[config.mk]
export PLATFORM = sky130hd
export DESIGN_NAME = en_sequencer
export DESIGN_NICKNAME = d
export VERILOG_FILES = /design/src/rtl/en_seq_pkg.sv /design/src/rtl/en_seq_cnt.sv /design/src/rtl/en_sequencer.sv
export SDC_FILE = /design/constraint.sdc
export NUM_CORES = 1
export LEC_CHECK = 0
export CORE_MARGIN = 2
export CORE_UTILIZATION = 50
export CTS_CLUSTER_SIZE = 40
export DETAILED_ROUTE_END_ITERATION = 12
export PLACE_DENSITY_LB_ADDON = 0.12
export SLEW_MARGIN = 20
export SYNTH_ARGS = -nofsm -noshare
export SYNTH_HDL_FRONTEND = slang
export SYNTH_SLANG_ARGS = --single-unit
[constraint.sdc]
create_clock -name clk100m -period 5.7 [get_ports clk100m]
set_clock_uncertainty 0.1 [all_clocks]
set_input_delay 1.14 -clock clk100m [delete_from_list [all_inputs] [get_ports clk100m]]
set_output_delay 1.14 -clock clk100m [all_outputs]
set_load 0.005 [all_outputs]
[src/rtl/en_seq_pkg.sv]
// rtl/en_seq_pkg.sv - shared state encoding and default widths for the enable sequencer
package en_seq_pkg;

    localparam int CNT_W_DEF   = 32;
    localparam int BURST_W_DEF = 16;

    typedef enum logic [1:0] {
        IDLE = 2'd0,
        ON   = 2'd1,
        OFF  = 2'd2
    } state_t;

endpackage

[src/rtl/en_seq_cnt.sv]
// rtl/en_seq_cnt.sv - loadable phase down-counter with zero flag, shared by ON and OFF
module en_seq_cnt #(
    parameter int W = 32
) (
    input  logic         clk100m,
    input  logic         rstn,
    input  logic         load,
    input  logic [W-1:0] load_val,
    input  logic         dec,
    output logic         zero
);

    localparam logic [W-1:0] ONE = 1;

    logic [W-1:0] count;

    // Saturates at zero so a stray dec can never wrap into a huge phase.
    always_ff @(posedge clk100m or negedge rstn) begin
        if (!rstn) begin
            count <= '0;
        end else if (load) begin
            count <= load_val;
        end else if (dec && (count != '0)) begin
            count <= count - ONE;
        end
    end

    assign zero = (count == '0);

endmodule

[src/rtl/en_sequencer.sv]
// rtl/en_sequencer.sv - burst clock-enable sequencer (IDLE/ON/OFF); optional scope marker via EN_SEQUENCER_MARKER_EN
module en_sequencer
    import en_seq_pkg::*;
#(
    parameter int CNT_W   = CNT_W_DEF,
    parameter int BURST_W = BURST_W_DEF
) (
    input  logic               clk100m,
    input  logic               rstn,
    input  logic               start,
    input  logic               abort,
    input  logic [CNT_W-1:0]   cfg_on,
    input  logic [CNT_W-1:0]   cfg_off,
    input  logic [BURST_W-1:0] cfg_bursts,
`ifdef EN_SEQUENCER_MARKER_EN
    output logic               marker,
`endif
    output logic               en,
    output logic               busy,
    output logic               done,
    output logic [BURST_W-1:0] burst_cnt
);

    localparam logic [CNT_W-1:0]   CNT_ONE   = 1;
    localparam logic [BURST_W:0]   BURST_ONE = 1;

    state_t             state, state_d;
    logic [CNT_W-1:0]   on_q, off_q;
    logic [BURST_W-1:0] bursts_q;

    logic               accept, empty_cfg, more;
    logic [BURST_W:0]   burst_nxt;

    logic               cnt_load, cnt_dec, cnt_zero;
    logic [CNT_W-1:0]   cnt_val;
    logic               done_d, burst_inc;

    assign accept    = (state == IDLE) && start && !abort;
    assign empty_cfg = (cfg_on == '0) || (cfg_bursts == '0);
    assign burst_nxt = {1'b0, burst_cnt} + BURST_ONE;
    assign more      = burst_nxt < {1'b0, bursts_q};

    // The counter holds "remaining cycles minus one", so zero marks the last cycle of a phase.
    en_seq_cnt #(.W(CNT_W)) u_cnt (
        .clk100m  (clk100m),
        .rstn     (rstn),
        .load     (cnt_load),
        .load_val (cnt_val),
        .dec      (cnt_dec),
        .zero     (cnt_zero)
    );

    always_ff @(posedge clk100m or negedge rstn) begin
        if (!rstn) begin
            state     <= IDLE;
            en        <= 1'b0;
            done      <= 1'b0;
            burst_cnt <= '0;
            on_q      <= '0;
            off_q     <= '0;
            bursts_q  <= '0;
        end else begin
            state <= state_d;
            en    <= (state_d == ON);
            done  <= done_d;
            if (accept && !empty_cfg) begin
                on_q     <= cfg_on;
                off_q    <= cfg_off;
                bursts_q <= cfg_bursts;
            end
            if (accept) begin
                burst_cnt <= '0;
            end else if (burst_inc) begin
                burst_cnt <= burst_nxt[BURST_W-1:0];
            end
        end
    end

    always_comb begin
        state_d = state;
        case (state)
            IDLE: if (accept && !empty_cfg) state_d = ON;
            ON: begin
                if (abort) begin
                    state_d = IDLE;
                end else if (cnt_zero) begin
                    if (more) state_d = (off_q != '0) ? OFF : ON;
                    else      state_d = IDLE;
                end
            end
            OFF: begin
                if (abort)         state_d = IDLE;
                else if (cnt_zero) state_d = ON;
            end
            default: state_d = IDLE;
        endcase
    end

    always_comb begin
        cnt_load  = 1'b0;
        cnt_dec   = 1'b0;
        cnt_val   = '0;
        done_d    = 1'b0;
        burst_inc = 1'b0;
        case (state)
            IDLE: begin
                if (accept) begin
                    done_d   = empty_cfg;
                    cnt_load = !empty_cfg;
                    cnt_val  = cfg_on - CNT_ONE;
                end
            end
            ON: begin
                if (abort) begin
                    done_d = 1'b1;
                end else if (cnt_zero) begin
                    burst_inc = 1'b1;
                    if (more) begin
                        cnt_load = 1'b1;
                        cnt_val  = (off_q != '0) ? (off_q - CNT_ONE) : (on_q - CNT_ONE);
                    end else begin
                        done_d = 1'b1;
                    end
                end else begin
                    cnt_dec = 1'b1;
                end
            end
            OFF: begin
                if (abort) begin
                    done_d = 1'b1;
                end else if (cnt_zero) begin
                    cnt_load = 1'b1;
                    cnt_val  = on_q - CNT_ONE;
                end else begin
                    cnt_dec = 1'b1;
                end
            end
            default: ;
        endcase
    end

    assign busy = (state != IDLE);

`ifdef EN_SEQUENCER_MARKER_EN
    always_ff @(posedge clk100m or negedge rstn) begin
        if (!rstn) marker <= 1'b0;
        else       marker <= (state_d == ON) && !en;
    end
`endif

endmodule

==> flow_results.org, run 1 <==
** Routing
- In the routed design, unresolved DRC markers number 0.
- The first detailed-routing pass took 5 iterations.
- Detailed-route wire length :: 24900 um
- Dividing the detail-routed wire length by the instance count gives 18.8 um.
- Antenna Nets Post-Route :: 0
- For this block, the initial DRC count from the detailed router was 697.
- Count of vias placed by the detailed router :: 7890
- In the routed layout, each cell is associated on average with a via count of 5.97.

** Placement
- Placer's final routability congestion estimate :: 0.913
- Including well taps, the total number of placed cells is 1289.
- Half-perimeter wire length of the detailed placement result :: 17900 um
- Post-Place Setup Slack :: 1.12 ns
- Buffers placed on the I/O ports in this run total 102.

** Synthesis
- Of the total synthesized cell area, the portion taken by XOR and XNOR cells is 0.124.
- Counting distinct cell types in the post-synthesis netlist gives 59.
- Compound-cell area share of the yosys netlist :: 0.107
- Post-Syn Nets :: 1101
- Of the total synthesized cell area, the portion taken by full adders, half adders and majority gates is 0.0361.
- The mapped netlist covers 9010 um2.
- A synthesized cell averages 9.09 um2.
- Synth Instances :: 991
- Proportion of register bits with asynchronous set or reset after synthesis :: 1.00
- Commonest register cell after synthesis :: sky130_fd_sc_hd__dfrtp_1
- Share of the yosys chip area belonging to registers :: 0.367
- After synthesis, the share of cell area in mux cells is 0.112.
- Of the total synthesized cell area, the portion taken by AND, OR, NAND and NOR gates is 0.219.
- The synthesized design contains 0 enable-type register cells.
- By area, the combinational part of the netlist is dominated by simple AND/OR/NAND/NOR gates.
- For this run, the number of Yosys warnings is 0.
- Post-synthesis sequential element count :: 132

** Timing
- Tightest Pin Transition :: 0.979 ns
- Max-slew headroom :: 0.341
- Final worst path period share :: 0.776
- Total count of max-transition violations in the final report :: 0
- Count of endpoints failing hold in the final timing report :: 0
- Final critical delay including setup and external delays :: 4.42 ns
- Final worst-path setup slack :: 1.28 ns
- Based on the critical path, the design can be clocked at up to 226 MHz.
- Setup repair after global routing missed its margin :: false
- Adding up every negative setup slack in the final design gives 0 ns.
- Count of final setup violators :: 0

** Clock network
- Clock-pin slew was measured on the worst setup and hold paths at 0.06 ns.
- Post-CTS setup buffer count :: 0
- Once the clock tree was built, the resizer swapped 0 gates to a different size.
- Clock Latency Late Sink :: 0.43 ns
- Hold Buf Count CTS :: 0
- CTS built an H-tree with a depth of 4.
- In this run the clock root is driven by a sky130_fd_sc_hd__clkbuf_16.
- Buffers inserted during clock tree synthesis total 17.
- TritonCTS clock tree :: built
- Longest Clk Path Bufs :: 2
- The tree built by TritonCTS fans out to 132 sinks.

** Floorplanning
- X dimension of the die :: 138 um
- The die covers 19100 um2.
- Number of rows created at floorplan :: 49
- The core region is 17800 um2.
- Die Y-Extent :: 138 um
- # IOs :: 103
- The initial utilization of the core area, before any placement, comes to 0.505.

** Final layout
- Counting the fill cells in the layout gives 1552.
- Across the whole layout, storage elements account for 3300 um2.
- In the final layout, the share of cells above drive strength 1 is 0.105.
- Final antenna diode count :: 0
- In the final layout, the multi-input gates occupy 5420 um2.
- Fin cells :: 1321
- Post-Route Utilization :: 0.609
- Compared with the post-synthesis result, the final layout area differs by 20.6%.
- NumNets Final :: 1189

** Global route
- Global-route wire length before repair :: 39800 um
- Largest net degree at the start of global routing :: 103
- Total congestion overflow after global routing :: 0
- GRT Util Overall :: 0.260
- The via count of the first global-routing pass is 7387.
- The number of antenna violations at the first check in global routing is 0.

** Worst setup path
- For this run, the slowest stage of the critical path takes 0.61 ns.
- Counting both buffers and inverters, the worst setup path holds a total of 0.
- Crit-path max FO :: 32
- Endpoint required time on the critical path :: 5.94 ns
- Data arrival time of the critical path :: 4.66 ns
- STA classifies the critical path endpoint as a flip-flop.
- Critical path class :: reg -> reg
- Cell type of the slowest stage on the worst timing path :: sky130_fd_sc_hd__o21ba_4
- The kind of cell with the highest combined delay along the critical path is compound AO/OA/AOI/OAI gates.
- The worst setup path is launched from a flip-flop.
- Crit-path cells :: ha_1, nand3_1, nor3_1, and3_1, xor2_1, ha_1, a21oi_1, o21ai_0, a2111oi_0, a21oi_1, o31ai_4, o21ba_4, mux2i_1

** Power and ir drop
- Maximum vdd drop :: 0.254 mV
- Total power divided by cell area :: 434 nW/um2
- Total Power Consumption :: 0.00471 W
- Summed over all cells, the static leakage comes to 4.15 nW.

** Run status
- Status :: complete, no violations

** Hold path
- Path type of the worst min-delay path :: reg -> reg

** Job
- Number of maximum-capacitance constraint violations :: 0
==> worst paths after layout <==
kind                                               start                     endpoint  slack [ns]  cells past startpoint
worst min register to register   bursts_q[0]$_DFFE_PN0P_      bursts_q[0]$_DFFE_PN0P_        0.40                      1
worst max register to register  burst_cnt[0]$_DFFE_PN0P_  u_cnt.count[15]$_DFFE_PN0P_        1.28                     13
min in group asynchronous                           rstn     burst_cnt[0]$_DFFE_PN0P_        0.71                      1
worst max-delay path            burst_cnt[0]$_DFFE_PN0P_  u_cnt.count[15]$_DFFE_PN0P_        1.28                     13
worst min-delay path             bursts_q[0]$_DFFE_PN0P_      bursts_q[0]$_DFFE_PN0P_        0.40                      1
max in group asynchronous                           rstn         on_q[24]$_DFFE_PN0P_        3.83                      2
==> Yosys cell counts (6+ instances only) <==
| cell type | n | area, um2 |
|---|---|---|
| sky130_fd_sc_hd__dfrtp_1 | 132 | 3300 |
| sky130_fd_sc_hd__nand2_1 | 96 | 360 |
| sky130_fd_sc_hd__xnor2_1 | 86 | 753 |
| sky130_fd_sc_hd__nor2_1 | 73 | 274 |
| sky130_fd_sc_hd__mux2_2 | 61 | 687 |
| sky130_fd_sc_hd__nor4_1 | 48 | 300 |
| sky130_fd_sc_hd__xor2_1 | 42 | 368 |
| sky130_fd_sc_hd__nor3_1 | 40 | 200 |
| sky130_fd_sc_hd__o21ai_0 | 36 | 180 |
| sky130_fd_sc_hd__mux2i_1 | 32 | 320 |
| sky130_fd_sc_hd__inv_1 | 31 | 116 |
| sky130_fd_sc_hd__a21oi_1 | 30 | 150 |
| sky130_fd_sc_hd__clkbuf_1 | 30 | 113 |
| sky130_fd_sc_hd__nand3_1 | 30 | 150 |
| sky130_fd_sc_hd__o22ai_1 | 30 | 188 |
| sky130_fd_sc_hd__ha_1 | 26 | 325 |
| sky130_fd_sc_hd__a31oi_1 | 22 | 138 |
| sky130_fd_sc_hd__or3_1 | 19 | 119 |
| sky130_fd_sc_hd__or4_1 | 15 | 113 |
| sky130_fd_sc_hd__nand4_1 | 14 | 87.6 |
| sky130_fd_sc_hd__a22o_1 | 8 | 70.1 |
| sky130_fd_sc_hd__buf_2 | 7 | 35.0 |
| sky130_fd_sc_hd__nand2b_1 | 6 | 37.5 |
| sky130_fd_sc_hd__nand3b_1 | 6 | 45.0 |
==> cells in the final DEF (no fill, tap or decap), types with 17 or more instances in the layout <==
cell type,synthesis,routed
sky130_fd_sc_hd__o21ai_0,36,36
sky130_fd_sc_hd__clkdlybuf4s50_1,0,101
sky130_fd_sc_hd__xnor2_1,86,86
sky130_fd_sc_hd__nand2_1,96,96
sky130_fd_sc_hd__clkbuf_16,0,17
sky130_fd_sc_hd__mux2_2,61,61
sky130_fd_sc_hd__o22ai_1,30,30
sky130_fd_sc_hd__xor2_1,42,42
sky130_fd_sc_hd__dfrtp_1,132,132
sky130_fd_sc_hd__nor3_1,40,39
sky130_fd_sc_hd__ha_1,26,26
sky130_fd_sc_hd__a21oi_1,30,30
sky130_fd_sc_hd__inv_1,31,31
sky130_fd_sc_hd__mux2i_1,32,32
sky130_fd_sc_hd__nand3_1,30,30
sky130_fd_sc_hd__nor4_1,48,48
sky130_fd_sc_hd__nor2_1,73,73
sky130_fd_sc_hd__or3_1,19,19
sky130_fd_sc_hd__a31oi_1,22,22
==> registers in the layout (all words and copies together), names as in the netlist <==
name / cells
off_q: 32
on_q: 32
u_cnt.count: 32
burst_cnt: 16
bursts_q: 16
state: 2
done: 1
en: 1
==> routing by layer <==
layer / wire length (um) / track usage
met1: 11800 / 0.398
met2: 10900 / 0.378
met3: 1780 / 0.0568
met4: 348 / 0.0569
met5: 0 / 0
==> metrics by stage <==
stage | area, um2 | hold WS (ns)
after detailed placement | 10200 | 0.392
after CTS | 10900 | 0.406
final | 10900 | 0.399
after global placement | 10200 | 0.391
after global routing | 10900 | 0.454
after floorplan | 9010 | 0.373
==> kinds of logic after synthesis <==
logic type      Yosys count
compound gates          154
xor+xnor                128
fa+ha+maj                26
buf+inv                  74
flops                   132
mux                      93
simple gates            384
==> cell type report <==
| class | count | share of cell area |
|---|---|---|
| Clock buffer | 21 | 0.0424 |
| Clock inverter | 11 | 0.0162 |
| Inverter | 31 | 0.0107 |
| Multi-Input combinational cell | 785 | 0.498 |
| Sequential cell | 132 | 0.304 |
| Tap cell | 229 | 0.0264 |
| Timing Repair Buffer | 112 | 0.102 |
==> report_power, final <==
| part | total (W) | internal [W] | switching (W) |
|---|---|---|---|
| Combinational | 0.00178 | 0.000830 | 0.000951 |
| Sequential | 0.00174 | 0.00133 | 0.000417 |
| Clock | 0.00119 | 0.000757 | 0.000432 |
| Total | 0.00471 | 0.00291 | 0.00180 |
Note: power is estimated with default switching activity, not from simulation.
==> run 2: changes to the inputs <==
==> constraint.sdc (replaced) <==
create_clock -name clk100m -period 4.26 [get_ports clk100m]
set_clock_uncertainty 0.1 [all_clocks]
set_input_delay 0.852 -clock clk100m [delete_from_list [all_inputs] [get_ports clk100m]]
set_output_delay 0.852 -clock clk100m [all_outputs]
set_load 0.005 [all_outputs]
==> run 2 against run 1 <==
Against the previous run:
- utilization rose by 0.70 points
- highest routed layer unchanged
- via count grew 2.1%
- worst hold slack got worse by 0.0027 ns
- cell count grew 1.5%
- critical path depth is 1 higher
- sequential share of layout area is 0.35 points lower
- first-iteration DRC count fell by 4.4%
- sequential power up 35%
==> flow_results.org, run 2 (synthesized netlist as in run 1, its figures left out) <==
** Run status
- Status :: complete, no violations

** Global route
- The overall overflow remaining after global route came to 0 (unchanged).
- The layer flagged by global routing as most heavily used is met2.
- The met3 track demand over resource in global routing came to 0.0589 (+0.00208).
- Vias in the first global route :: 7675 (+3.9%)
- Met1 usage :: 0.398 (+0.000410)
- Largest net degree at the start of global routing :: 94 (-8.7%)
- The met2 track utilization from global routing was 0.403 (+0.0248).
- Global-route wire length before repair :: 41400 um (+4.2%)
- Number of antenna violations at the first check in global routing :: 0 (unchanged)
- GRT Util Overall :: 0.270 (+0.00968)

** Clock network
- Total clock buffers created by CTS :: 17 (unchanged)
- Hold Buf Count CTS :: 0 (unchanged)
- The worst-skew pair later-pin latency came to 0.43 ns (about the same).
- Number of clock sinks :: 132 (unchanged)
- Longest Clk Path Bufs :: 2 (unchanged)
- TritonCTS clock tree :: built
- The tree is rooted in a sky130_fd_sc_hd__clkbuf_16.
- The register clock-pin slew on the reported worst setup and hold paths was 0.07 ns (about the same).
- The number of H-tree levels is 4 (unchanged).

** Timing
- Max-slew headroom :: 0.397 (+0.0558)
- Setup repair after global routing missed its margin :: false
- Count of final setup violators :: 0 (unchanged)
- The final period utilization is 0.888 (+0.112).
- Max Clock Freq :: 264 MHz (+17%)
- The minimum clock period came to 3.78 ns (-0.640 ns).
- Tightest Pin Transition :: 0.896 ns (-0.0829 ns)
- Count of endpoints failing hold in the final timing report :: 0 (unchanged)
- Setup total negative slack :: 0 ns (unchanged)
- Total count of max-transition violations in the final report :: 0 (unchanged)

** Routing
- The via density per instance came to 6.01 (+0.57%).
- Count of vias placed by the detailed router :: 8055 (+2.1%)
- Final routed DRC violation total :: 0 (unchanged)
- Average detailed-routed wire length per instance :: 18.8 um (about the same)
- The post-detailed-route count of antenna-violating nets is 0 (unchanged).
- Number of iterations in the first detailed-routing pass :: 7 (+2)
- The final wirelength came to 25300 um (+1.5%).
- Iteration-0 DRC count of the detailed router :: 666 (-4.4%)

** Floorplanning
- Die ar. :: 19100 um2 (unchanged)
- The I/O pin count is 103 (unchanged).
- Die Y-Extent :: 138 um (unchanged)
- The initial cell density of the core was 0.505 (unchanged).
- The overall die width is 138 um (unchanged).
- The site row count came to 49 (unchanged).
- The total core area came to 17800 um2 (unchanged).

** Placement
- Placer's final routability congestion estimate :: 0.971 (+6.3%)
- Quantity of I/O buffers inserted on ports :: 102 (unchanged)
- The estimated wirelength of the detail-placed design was 18500 um (+3.0%).

** Final layout
- Final antenna diode count :: 0 (unchanged)
- Commonest cells after routing, fill and taps aside :: sky130_fd_sc_hd__dfrtp_1 (132), sky130_fd_sc_hd__clkdlybuf4s50_1 (101), sky130_fd_sc_hd__nand2_1 (96)
- Share of layout cells above drive strength 1 :: 0.125 (+0.0197)
- Largest regs :: off_q: 32 flops, on_q: 32 flops, u_cnt.count: 32 flops
- Most common cell after layout, fill and taps aside :: sky130_fd_sc_hd__dfrtp_1
- Filler Cell Count :: 1535 (-1.1%)
- Post-synthesis to final-layout area growth :: 22.0%
- NumNets Final :: 1209 (+1.7%)

** Power and ir drop
- Maximum vdd drop :: 0.343 mV (+35%)
- The static power due to leakage is 4.24 nW (+2.3%).
- Total power divided by cell area :: 571 nW/um2 (+32%)
- The total power after layout was 0.00628 W (+33%).

** Worst setup path
- Kind of end point of the critical path :: flip-flop
- Data arrival time of the critical path :: 4.03 ns (-0.63 ns)
- Crit-path max FO :: 32 (unchanged)
- Worst Setup Start Kind :: flip-flop
- Endpoint required time on the critical path :: 4.51 ns (-1.43 ns)
- The critical path in this run is classified as reg -> reg.

** Job
- The max-cap check violation count is 0 (unchanged).

** Hold path
- The tightest min-delay check is of the in -> async type.
[run 2: layer usage]
| metal | share of wire | up-vias | routed length, um |
|---|---|---|---|
| met5 | 0 | - | 0 |
| met4 | 0.013 | 0 | 335 |
| met3 | 0.075 | 35 | 1890 |
| met2 | 0.44 | 319 | 11200 |
| met1 | 0.47 | 3898 | 11800 |
| li1 | - | 3803 | - |
[run 2: where the power goes]
group / leakage [nW] / total (W) / switching, W / internal [W]
Clock: 0.287 / 0.00147 / 0.000638 / 0.000829
Sequential: 1.66 / 0.00235 / 0.000577 / 0.00177
Combinational: 2.30 / 0.00246 / 0.00132 / 0.00114
[run 2: what timing repair did]
action | CTS | global route
setup endpoints to repair | 0 | 32
resized for setup | 0 | 3
endpoints found under the hold margin | 0 | 0
buffers inserted | 0 | 1
[run 2: final timing paths]
path / startpoint / cells after the start / endpoint / slack [ns]
hold reg to reg: bursts_q[0]$_DFFE_PN0P_ / 1 / bursts_q[0]$_DFFE_PN0P_ / 0.42
hold / removal: rstn / 1 / bursts_q[2]$_DFFE_PN0P_ / 0.40
setup / recovery: burst_cnt[6]$_DFFE_PN0P_ / 14 / u_cnt.count[6]$_DFFE_PN0P_ / 0.48
setup reg to reg: burst_cnt[6]$_DFFE_PN0P_ / 14 / u_cnt.count[6]$_DFFE_PN0P_ / 0.48
min in group clk100m: bursts_q[0]$_DFFE_PN0P_ / 1 / bursts_q[0]$_DFFE_PN0P_ / 0.42
max in group asynchronous: rstn / 2 / on_q[14]$_DFFE_PN0P_ / 2.79
[run 2: metrics by stage]
stage	cell area [um2]	util	hold slack (ns)	cells	setup WS [ns]
6_report	11000	0.616	0.397	1341	0.478
5_1_grt	11000	0.616	0.445	1341	0.0736
4_1_cts	11000	0.615	0.422	1340	0.285
3_5_place_dp	10400	0.583	0.406	1308	0.344
3_3_place_gp	10400	0.583	0.397	1308	0.442
2_1_floorplan	9010	-	0.373	991	0.533
[run 2: cell type report]
type	instances	area (um2)	area share
multi-input combinational	785	5420	0.493
sequential	132	3300	0.300
timing repair buffer	132	1280	0.117
clock buffer	17	425	0.0387
tap	229	287	0.0261
clock inverter	15	158	0.0143
inverter	31	116	0.0106
[run 2: critical path, cell delays in order, from the launching register on]
cell and delay [ns]:
sky130_fd_sc_hd__dfrtp_1 0.45, sky130_fd_sc_hd__nand3_1 0.14, sky130_fd_sc_hd__nor4_1 0.35, sky130_fd_sc_hd__buf_4 0.20, sky130_fd_sc_hd__and2_1 0.20, sky130_fd_sc_hd__nand3_1 0.18
sky130_fd_sc_hd__nor2_1 0.17, sky130_fd_sc_hd__xor2_1 0.20, sky130_fd_sc_hd__ha_1 0.26, sky130_fd_sc_hd__a311oi_1 0.43, sky130_fd_sc_hd__nand3_1 0.20, sky130_fd_sc_hd__o31ai_4 0.12
sky130_fd_sc_hd__o21ba_2 0.22, sky130_fd_sc_hd__buf_12 0.25, sky130_fd_sc_hd__mux2i_1 0.22
==> run 3: changes to the inputs <==
--- a/config.mk
+++ b/config.mk
@@ -5,6 +5,7 @@
 export SDC_FILE = /design/constraint.sdc
 export NUM_CORES = 1
 export LEC_CHECK = 0
+export CORE_ASPECT_RATIO = 0.8
 export CORE_MARGIN = 2
 export CORE_UTILIZATION = 50
 export CTS_CLUSTER_SIZE = 40
==> run 3 against run 2 <==
Against the previous run:
- count of clock-buffer cells in the layout unchanged
- critical path type unchanged
- first-iteration DRC count up 11%
- via count down 0.20%
- largest cell class unchanged
- wire length down 0.60%
- cell count down 0.89%
- combinational power about the same
- sequential share of layout area up 0.14 points
- register-to-register slack worse by 0.20 ns
==> flow_results.org, run 3 (synthesized netlist as in run 1, its figures left out) <==
** Run status
- The run finished with clean final reports.

** Routing
- The final wirelength came to 25100 um (-0.60%).
- Detailed-route vias per instance :: 6.05 (+0.70%)
- Number of iterations in the first detailed-routing pass :: 5 (-2)
- Final routed DRC violation total :: 0 (unchanged)
- The initial detailed-routing violation count is 740 (+11%).
- Antenna Nets Post-Route :: 0 (unchanged)
- The average routed wire per standard cell is 18.9 um (+0.30%).
- The via total after detailed routing is 8039 (-0.20%).

** Global route
- Global-route wire length before repair :: 40500 um (-2.2%)
- The overall overflow remaining after global route was 0 (unchanged).
- Largest net degree at the start of global routing :: 101 (+7.4%)
- Vias in the first global route :: 7556 (-1.6%)
- The number of antenna violations at the first check in global routing was 1 (+1).
- The total global-route track usage is 0.273 (+0.00287).

** Floorplanning
- Number of rows created at floorplan :: 43 (-12%)
- X dimension of the die :: 154 um (+11%)
- Die ar. :: 19100 um2 (about the same)
- The overall die height came to 124 um (-10%).
- The total core area came to 17500 um2 (-2.0%).
- # IOs :: 103 (unchanged)
- The initial cell density of the core came to 0.515 (+0.0103).

** Timing
- The summed negative setup slack over all endpoints is 0 ns (unchanged).
- Final worst path period share :: 0.935 (+0.0475)
- Count of final setup violators :: 0 (unchanged)
- Count of endpoints failing hold in the final timing report :: 0 (unchanged)
- The minimum clock period came to 3.98 ns (+0.202 ns).
- The worst slew margin relative to its limit came to 0.436 (+0.0387).
- Total count of max-transition violations in the final report :: 0 (unchanged)
- Setup repair after global routing missed its margin :: false
- Final worst-path setup slack :: 0.276 ns (-0.202 ns)
- Tightest Pin Transition :: 0.846 ns (-0.0499 ns)
- Max Clock Freq :: 251 MHz (-5.1%)
- Final-layout worst hold slack :: 0.405 ns (+0.00856 ns)

** Clock network
- Worst-path clk slew :: 0.06 ns (about the same)
- H-tree level count :: 4 (unchanged)
- Total clock buffers created by CTS :: 17 (unchanged)
- Clock tree synthesis selected as its root buffer the cell sky130_fd_sc_hd__clkbuf_16.
- Number of clock sinks :: 132 (unchanged)
- Longest Clk Path Bufs :: 2 (unchanged)
- TritonCTS built the clock tree.
- The number of setup buffers added after CTS came to 0 (unchanged).
- The worst-skew pair later-pin latency is 0.43 ns (about the same).

** Power and ir drop
- Internal power component :: 0.00377 W (+0.68%)
- The static power due to leakage came to 4.19 nW (-1.4%).
- The cell area power density came to 573 nW/um2 (+0.39%).
- Power spent charging and discharging nets :: 0.00250 W (-1.2%)
- The portion of total power attributed to combinational logic is 0.393 (about the same).
- Maximum vdd drop :: 0.319 mV (-7.0%)
- The total power after layout was 0.00627 W (about the same).
- The relative contribution of sequential cells to total power was 0.373 (about the same).
- The fraction of power consumed by the clock network is 0.235 (about the same).
- Switching fraction of total power :: 0.399 (-0.00456)

** Placement
- Quantity of I/O buffers inserted on ports :: 102 (unchanged)
- Placer's final routability congestion estimate :: 0.923 (-5.0%)
- Post-Place Setup Slack :: 0.180 ns (-0.163 ns)
- Half-perimeter wire length of the detailed placement result :: 18200 um (-1.2%)

** Worst setup path
- The signal on the critical path passes through ha_2, nand3_1, nor3_1, buf_4, and3_1, xor2_1, ha_1, a21oi_1, o21ai_0, a2111oi_2, a21oi_2, o31ai_4, o21ba_2, buf_12, mux2i_1.
- Cell type of the slowest stage on the worst timing path :: sky130_fd_sc_hd__dfrtp_1
- The worst endpoint data arrival time is 4.22 ns (+0.19 ns).
- Worst reg2reg path depth :: 15 (+1)
- The delay of the slowest cell on the worst path was 0.44 ns (about the same).
- Crit-path max FO :: 32 (unchanged)
- STA classifies the critical path endpoint as a flip-flop.
- Worst Setup Start Kind :: flip-flop
- The critical path is of the reg -> reg type.
- The required time of the critical path came to 4.49 ns (-0.02 ns).

** Final layout
- Commonest cells after routing, fill and taps aside :: sky130_fd_sc_hd__dfrtp_1 (132), sky130_fd_sc_hd__clkdlybuf4s50_1 (101), sky130_fd_sc_hd__nand2_1 (96)
- Post-synthesis to final-layout area growth :: 21.4%
- Leaving out fill and tap cells, the most frequent cell in the layout is sky130_fd_sc_hd__dfrtp_1.
- The proportion of layout cells with a drive suffix above 1 came to 0.120 (-0.00543).
- The number of diodes added for antenna fixing was 0 (unchanged).
- The post-layout net count is 1201 (-0.66%).
- In the final layout, the registers with the most flip-flops are off_q: 32 flops, on_q: 32 flops, u_cnt.count: 32 flops.

** Hold path
- Path type of the worst min-delay path :: in -> async

** Job
- The max-cap check violation count is 0 (unchanged).
run 3: timing repair:
item                       in CTS  in global routing
resized for setup               0                  4
setup endpoints to repair       0                 34
hold buffers                    0                  0
run 3: critical path, delay by kind of cell, from the launching register on:
family	cells	cell delay, ns
AOI/OAI and AO/OA	6	1.38
xor gates and xnor gates	1	0.16
adders and majority gates	2	0.51
buffers and inverters	2	0.41
DFF	1	0.44
muxes	1	0.25
and+or+nand+nor	3	0.62
run 3: metrics by stage:
stage | std cells | cell area, um2 | util
after floorplan | 991 | 9010 | -
after global placement | 1297 | 10300 | 0.592
after detailed placement | 1297 | 10300 | 0.592
after CTS | 1329 | 10900 | 0.625
after global routing | 1329 | 10900 | 0.626
final | 1329 | 10900 | 0.626
run 3: routing by layer:
layer | up-vias | wire (um) | track usage
met5 | - | 0 | 0
met4 | 0 | 343 | 0.0718
met3 | 29 | 2320 | 0.0786
met2 | 334 | 10500 | 0.388
met1 | 3866 | 12000 | 0.405
li1 | 3810 | - | -
run 3: worst paths after layout:
path,startpoint,end,slack (ns)
worst max-delay path,burst_cnt[0]$_DFFE_PN0P_,u_cnt.count[10]$_DFFE_PN0P_,0.28
max in group asynchronous,rstn,burst_cnt[10]$_DFFE_PN0P_,2.82
worst min register to register,bursts_q[0]$_DFFE_PN0P_,bursts_q[0]$_DFFE_PN0P_,0.41
min in group clk100m,bursts_q[0]$_DFFE_PN0P_,bursts_q[0]$_DFFE_PN0P_,0.41
worst min-delay path,rstn,bursts_q[13]$_DFFE_PN0P_,0.41
worst max register to register,burst_cnt[0]$_DFFE_PN0P_,u_cnt.count[10]$_DFFE_PN0P_,0.28
run 3: cell type report:
type / count / area [um2]
fillers: 1500 / 6540
multi-input cells: 785 / 5420
flip-flops and latches: 132 / 3300
repair buffers: 124 / 1240
clock buffers: 17 / 425
well taps: 225 / 282
clock inverters: 15 / 156
inverters: 31 / 116
run 3: power groups by stage:
| stage | clock network [W] | registers (W) | logic, W |
|---|---|---|---|
| after detailed placement | 0 | 0.00235 | 0.00239 |
| after floorplan | 0 | 0.00219 | 0.00176 |
| after global placement | 0 | 0.00233 | 0.00236 |
| final | 0.00147 | 0.00234 | 0.00246 |
| after CTS | 0.00149 | 0.00233 | 0.00242 |
| after global routing | 0.00155 | 0.00242 | 0.00270 |
